$ cat config.mk
export PLATFORM = sky130hd
export DESIGN_NAME = mem_arbiter
export DESIGN_NICKNAME = d
export VERILOG_FILES = /design/src/rtl/mem_arbiter.sv
export SDC_FILE = /design/constraint.sdc
export NUM_CORES = 1
export LEC_CHECK = 0
export ABC_AREA = 1
export CAP_MARGIN = 20
export CORE_AREA = 4 4 116 118
export CTS_CLUSTER_DIAMETER = 30
export DETAILED_ROUTE_END_ITERATION = 7
export DIE_AREA = 0 0 120 122
export PLACE_DENSITY = 0.7
export SETUP_SLACK_MARGIN = 0.15
export SKIP_CTS_REPAIR_TIMING = 1
export SYNTH_ARGS = -nofsm -noshare
export SYNTH_HDL_FRONTEND = slang
export SYNTH_SLANG_ARGS = --single-unit
$ cat constraint.sdc
create_clock -name clk -period 4.4 [get_ports clk]
set_clock_uncertainty 0.15 [all_clocks]
set_input_delay 0.66 -clock clk [delete_from_list [all_inputs] [get_ports clk]]
set_output_delay 0.66 -clock clk [all_outputs]
set_load 0.05 [all_outputs]
$ cat src/rtl/mem_arbiter.sv
// Two-port (I-cache / D-cache) arbiter in front of a single main-memory controller.
// Optional macro ROUND_ROBIN_EN: alternate grants on simultaneous requests instead of D-priority.
module mem_arbiter #(
    parameter int AW      = 32,
    parameter int DW      = 32,
    parameter int TIMEOUT = 15
) (
    input  logic          clk,
    input  logic          reset,
    input  logic          i_access,
    input  logic          i_write,
    input  logic [AW-1:0] i_addr,
    input  logic [DW-1:0] i_din,
    output logic [DW-1:0] i_dout,
    output logic          i_busy,
    output logic          i_start_read,
    input  logic          d_access,
    input  logic          d_write,
    input  logic [AW-1:0] d_addr,
    input  logic [DW-1:0] d_din,
    output logic [DW-1:0] d_dout,
    output logic          d_busy,
    output logic          d_start_read,
    output logic          mem_access,
    output logic          mem_write,
    output logic [AW-1:0] mem_addr,
    output logic [DW-1:0] mem_din,
    input  logic [DW-1:0] mem_dout,
    input  logic          mem_busy,
    input  logic          mem_start_read,
    output logic          owner,
    output logic          timeout_err
);

    typedef enum logic [1:0] {IDLE, ISSUE, BUSY, RECOVER} state_t;

    localparam logic [7:0] WD_LAST = 8'(TIMEOUT - 1);

    state_t     state, state_nxt;
    logic       owner_nxt;
    logic       last_owner, last_owner_nxt;
    logic [7:0] wdog, wdog_nxt;
    logic       timeout_err_nxt;
    logic       winner;
    logic       own_access;
    logic       in_txn;

    always_comb begin
`ifdef ROUND_ROBIN_EN
        winner = (i_access & d_access) ? ~last_owner : d_access;
`else
        winner = d_access;
`endif
    end

    assign own_access = owner ? d_access : i_access;
    assign in_txn     = (state == ISSUE) || (state == BUSY);

    always_ff @(posedge clk or posedge reset) begin
        if (reset) begin
            state       <= IDLE;
            owner       <= 1'b0;
            last_owner  <= 1'b0;
            wdog        <= '0;
            timeout_err <= 1'b0;
        end else begin
            state       <= state_nxt;
            owner       <= owner_nxt;
            last_owner  <= last_owner_nxt;
            wdog        <= wdog_nxt;
            timeout_err <= timeout_err_nxt;
        end
    end

    always_comb begin
        state_nxt       = state;
        owner_nxt       = owner;
        last_owner_nxt  = last_owner;
        wdog_nxt        = wdog;
        timeout_err_nxt = timeout_err;
        case (state)
            IDLE: begin
                if (i_access | d_access) begin
                    owner_nxt = winner;
                    wdog_nxt  = '0;
                    state_nxt = ISSUE;
                end
            end
            ISSUE: begin
                wdog_nxt = wdog + 8'd1;
                if (!own_access) begin
                    state_nxt = RECOVER;
                end else if (wdog == WD_LAST) begin
                    state_nxt       = RECOVER;
                    timeout_err_nxt = 1'b1;
                end else if (mem_busy) begin
                    state_nxt = BUSY;
                end
            end
            BUSY: begin
                wdog_nxt = wdog + 8'd1;
                if (!own_access) begin
                    state_nxt = RECOVER;
                end else if (!mem_busy) begin
                    // Completion wins over a watchdog expiring in the same cycle.
                    state_nxt      = RECOVER;
                    last_owner_nxt = owner;
                end else if (wdog == WD_LAST) begin
                    state_nxt       = RECOVER;
                    timeout_err_nxt = 1'b1;
                end
            end
            RECOVER: state_nxt = IDLE;
            default: state_nxt = IDLE;
        endcase
    end

    // Controller side: idle values are zero so the controller never sees stale requests.
    assign mem_access = in_txn;
    assign mem_write  = in_txn & (owner ? d_write : i_write);
    assign mem_addr   = in_txn ? (owner ? d_addr : i_addr) : '0;
    assign mem_din    = in_txn ? (owner ? d_din  : i_din)  : '0;

    assign i_busy = i_access & ~(~owner & (state == RECOVER));
    assign d_busy = d_access & ~( owner & (state == RECOVER));

    assign i_start_read = mem_start_read & ~owner & in_txn;
    assign d_start_read = mem_start_read &  owner & in_txn;

    assign i_dout = mem_dout;
    assign d_dout = mem_dout;

endmodule

==> impl_results.md <==
- FF-to-FF setup slack: 2.46 ns
- Max-slew violations: 0
- GRT Util Overall: 0.126
- Wire per inst: 15.1 µm
- Critical Path AT: 2.50 ns
- GP Congestion: 0.790
- Initial drt markers: 190
- Initial core utilization: 0.191
- Share of layout cells above drive strength 1: 0.0380
- Largest net degree at the start of global routing: just over 80
- Vias in the first global route: 2669
- Cells after Synth: 404
- Syn_area_per_cell: 5.91 µm²
- Ant diodes: 0
- Worst slew margin: 0.461
- Worst r2r dst: wdog[5]$_DFFE_PP0P_
- Hold path cells: 1
- Drt drc: 0
- Sequential cell area fraction in the yosys report: 0.126
- Synth Register Bits: 12
- Max cap viols: 0
- Worst r2r path cells: 8
- CP Max Fanout: 34
- Area grow syn2layout: 75.1%
- Die Y: 122 µm
- Async S/R FF share, synth: 1.00
- Yosys cell types: 25
- Placeable Area: 12500 µm²
- Post-synth EDFFs: 0
- Cts bufs inserted: 3
- DRT Pass-1 Iters: 4
- CTS tree: built
- Initial antenna violation count: 1
- Clk buf depth: 2
- Post-synth top flop: dfrtp_1
- Max Freq: around 0.30 GHz
- Fin crit period: 3.31 ns
- Mapped Area: 2390 µm²
- Fin Setup TNS: 0 ns
- First-pass GRT wire length: 15000 µm
- Hold Slack: 0.335 ns
- Clk Latency, worst-skew pair: 0.25 ns
- CP Launch Type: flip-flop
- Grt total ovfl: 0
- Min-delay src: timeout_err$_DFFE_PP0P_
- Worst VDD drop: 1.18 mV
- Util after Layout: 0.335
- Total power draw: 4.39 mW
- # fillers: between 1000 and 1500
- Die Wd: 120 µm
- Critical Path End Type: primary output
- TritonCTS Sinks: 12
- Ports: 304
- Worst-Margin Slew: between 0.8 and 0.9 ns
- Setup CP Type: flip-flop to primary output
- Post-Syn Nets: 579
- Final period utilization: 0.753
- Die ar.: 14600 µm²
- Commonest non-fill, non-tap cell in the layout: clkdlybuf4s50_1
- Commonest cells after routing, fill and taps aside: clkdlybuf4s50_1 (207), nand3_1 (140), nand2_1 (95), inv_1 (15), dfrtp_1 (11)
- Unrepaired setup endpoints after global routing: no
- Leakage Power: 1.83 nW
- Pwr dens: 1050 nW/µm²
- Fin. Hold Viols: 0
- Buffers on Ports: ~210
- Via count: 3034
- Design Area, Final: 4180 µm²
- H-tree lvl count: 1
- Hold worst-path end: timeout_err$_DFFE_PP0P_
- Required time of the critical path: between 3 and 4 ns
- Number of cell rows: 41
- DRT Wirelength: ~11000 µm
- Worst-path clk slew: 0.05 ns
- Root buf cell: clkbuf_16
- Final HPWL DP: around 8300 µm
- Worst hold path type: flip-flop to flip-flop
- Nets: 702
- R2R Path Start: state[0]$_DFFE_PP0P_
- Placed inst area: 4100 µm²
- Status: finished clean
- Antenna Violating Nets Remaining: 0
- Final setup vio count: 0
- Vias per Instance: 4.35
- Syn. warnings: 0
## worst max-delay path by stage
stage                         startpoint            to  slack (ns)  depth (start not counted)
global placement       owner$_DFFE_PP0P_   mem_din[29]        1.25                          5
detailed placement     owner$_DFFE_PP0P_   mem_din[29]        1.29                          5
CTS                    owner$_DFFE_PP0P_   mem_din[29]        1.00                          5
floorplan           state[0]$_DFFE_PP0P_  i_start_read        1.37                          6
finish                 owner$_DFFE_PP0P_   mem_din[21]        1.09                          5
global route        state[1]$_DFFE_PP0P_    mem_din[4]        0.95                          6
## layout make-up
cell class,count,area (µm²),share of cell area
repair buffers,212,2130,0.511
clock buffers,4,78.8,0.0189
inverters,17,63.8,0.0153
well taps,172,215,0.0515
multi-input cells,281,1390,0.331
flip-flops and latches,12,302,0.0722
## cells in the mapped netlist, types with 2 or more instances
master	number	area, µm²
nand2_1	95	357
nor2_1	10	37.5
buf_4	74	556
dfrtp_1	12	300
nand2_2	2	12.5
o21ai_0	7	35.0
nand3_1	140	701
inv_1	15	56.3
nand4_1	3	18.8
o21ai_1	3	15.0
clkbuf_1	4	15.0
buf_2	15	75.1
a21oi_1	5	25.0
ha_1	7	87.6
inv_2	2	7.51
## through the flow
stage / std cells / setup slack [ns]
after floorplan: 404 / 1.37
after global placement: 694 / 1.25
after detailed placement: 694 / 1.29
after CTS: 698 / 1.00
after global routing: 698 / 0.945
final: 698 / 1.09
## cell families (layout without fill, tap and decap cells)
logic type	after synthesis	in the layout	synth area share
AO/OA/AOI/OAI	19	19	0.0482
adder cells (fa/ha/maj)	7	7	0.0367
buffers and inverters	111	233	0.299
flip-flops	12	12	0.126
AND/OR/NAND/NOR	255	255	0.490
## routing by layer
layer	vias up	GRT usage	part of all wire
li1	1525	-	-
met1	1319	0.149	0.38
met2	167	0.210	0.48
met3	21	0.0539	0.13
met4	2	0.0308	0.014
met5	-	0	0.0010
## flip-flops by register name, indices dropped and copies added, names as in the netlist
signal and flops:
wdog 8, timeout_err 1, state 2, owner 1
## report_power, final
part	switching, mW	total [mW]	leakage, nW	internal, mW
sequential	0.0309	0.180	0.152	0.149
combinational	2.79	4.04	1.64	1.25
clock	0.0488	0.171	0.0382	0.122
total	2.87	4.39	1.83	1.52
## worst max-delay path, cell delays in order, from the launching register on
cell,delay [ns]
dfrtp_2,0.40
inv_2,0.45
buf_4,0.38
nand3_1,0.12
nand2_1,0.08
clkdlybuf4s50_1,0.82
(Power assumes the default switching activity.)
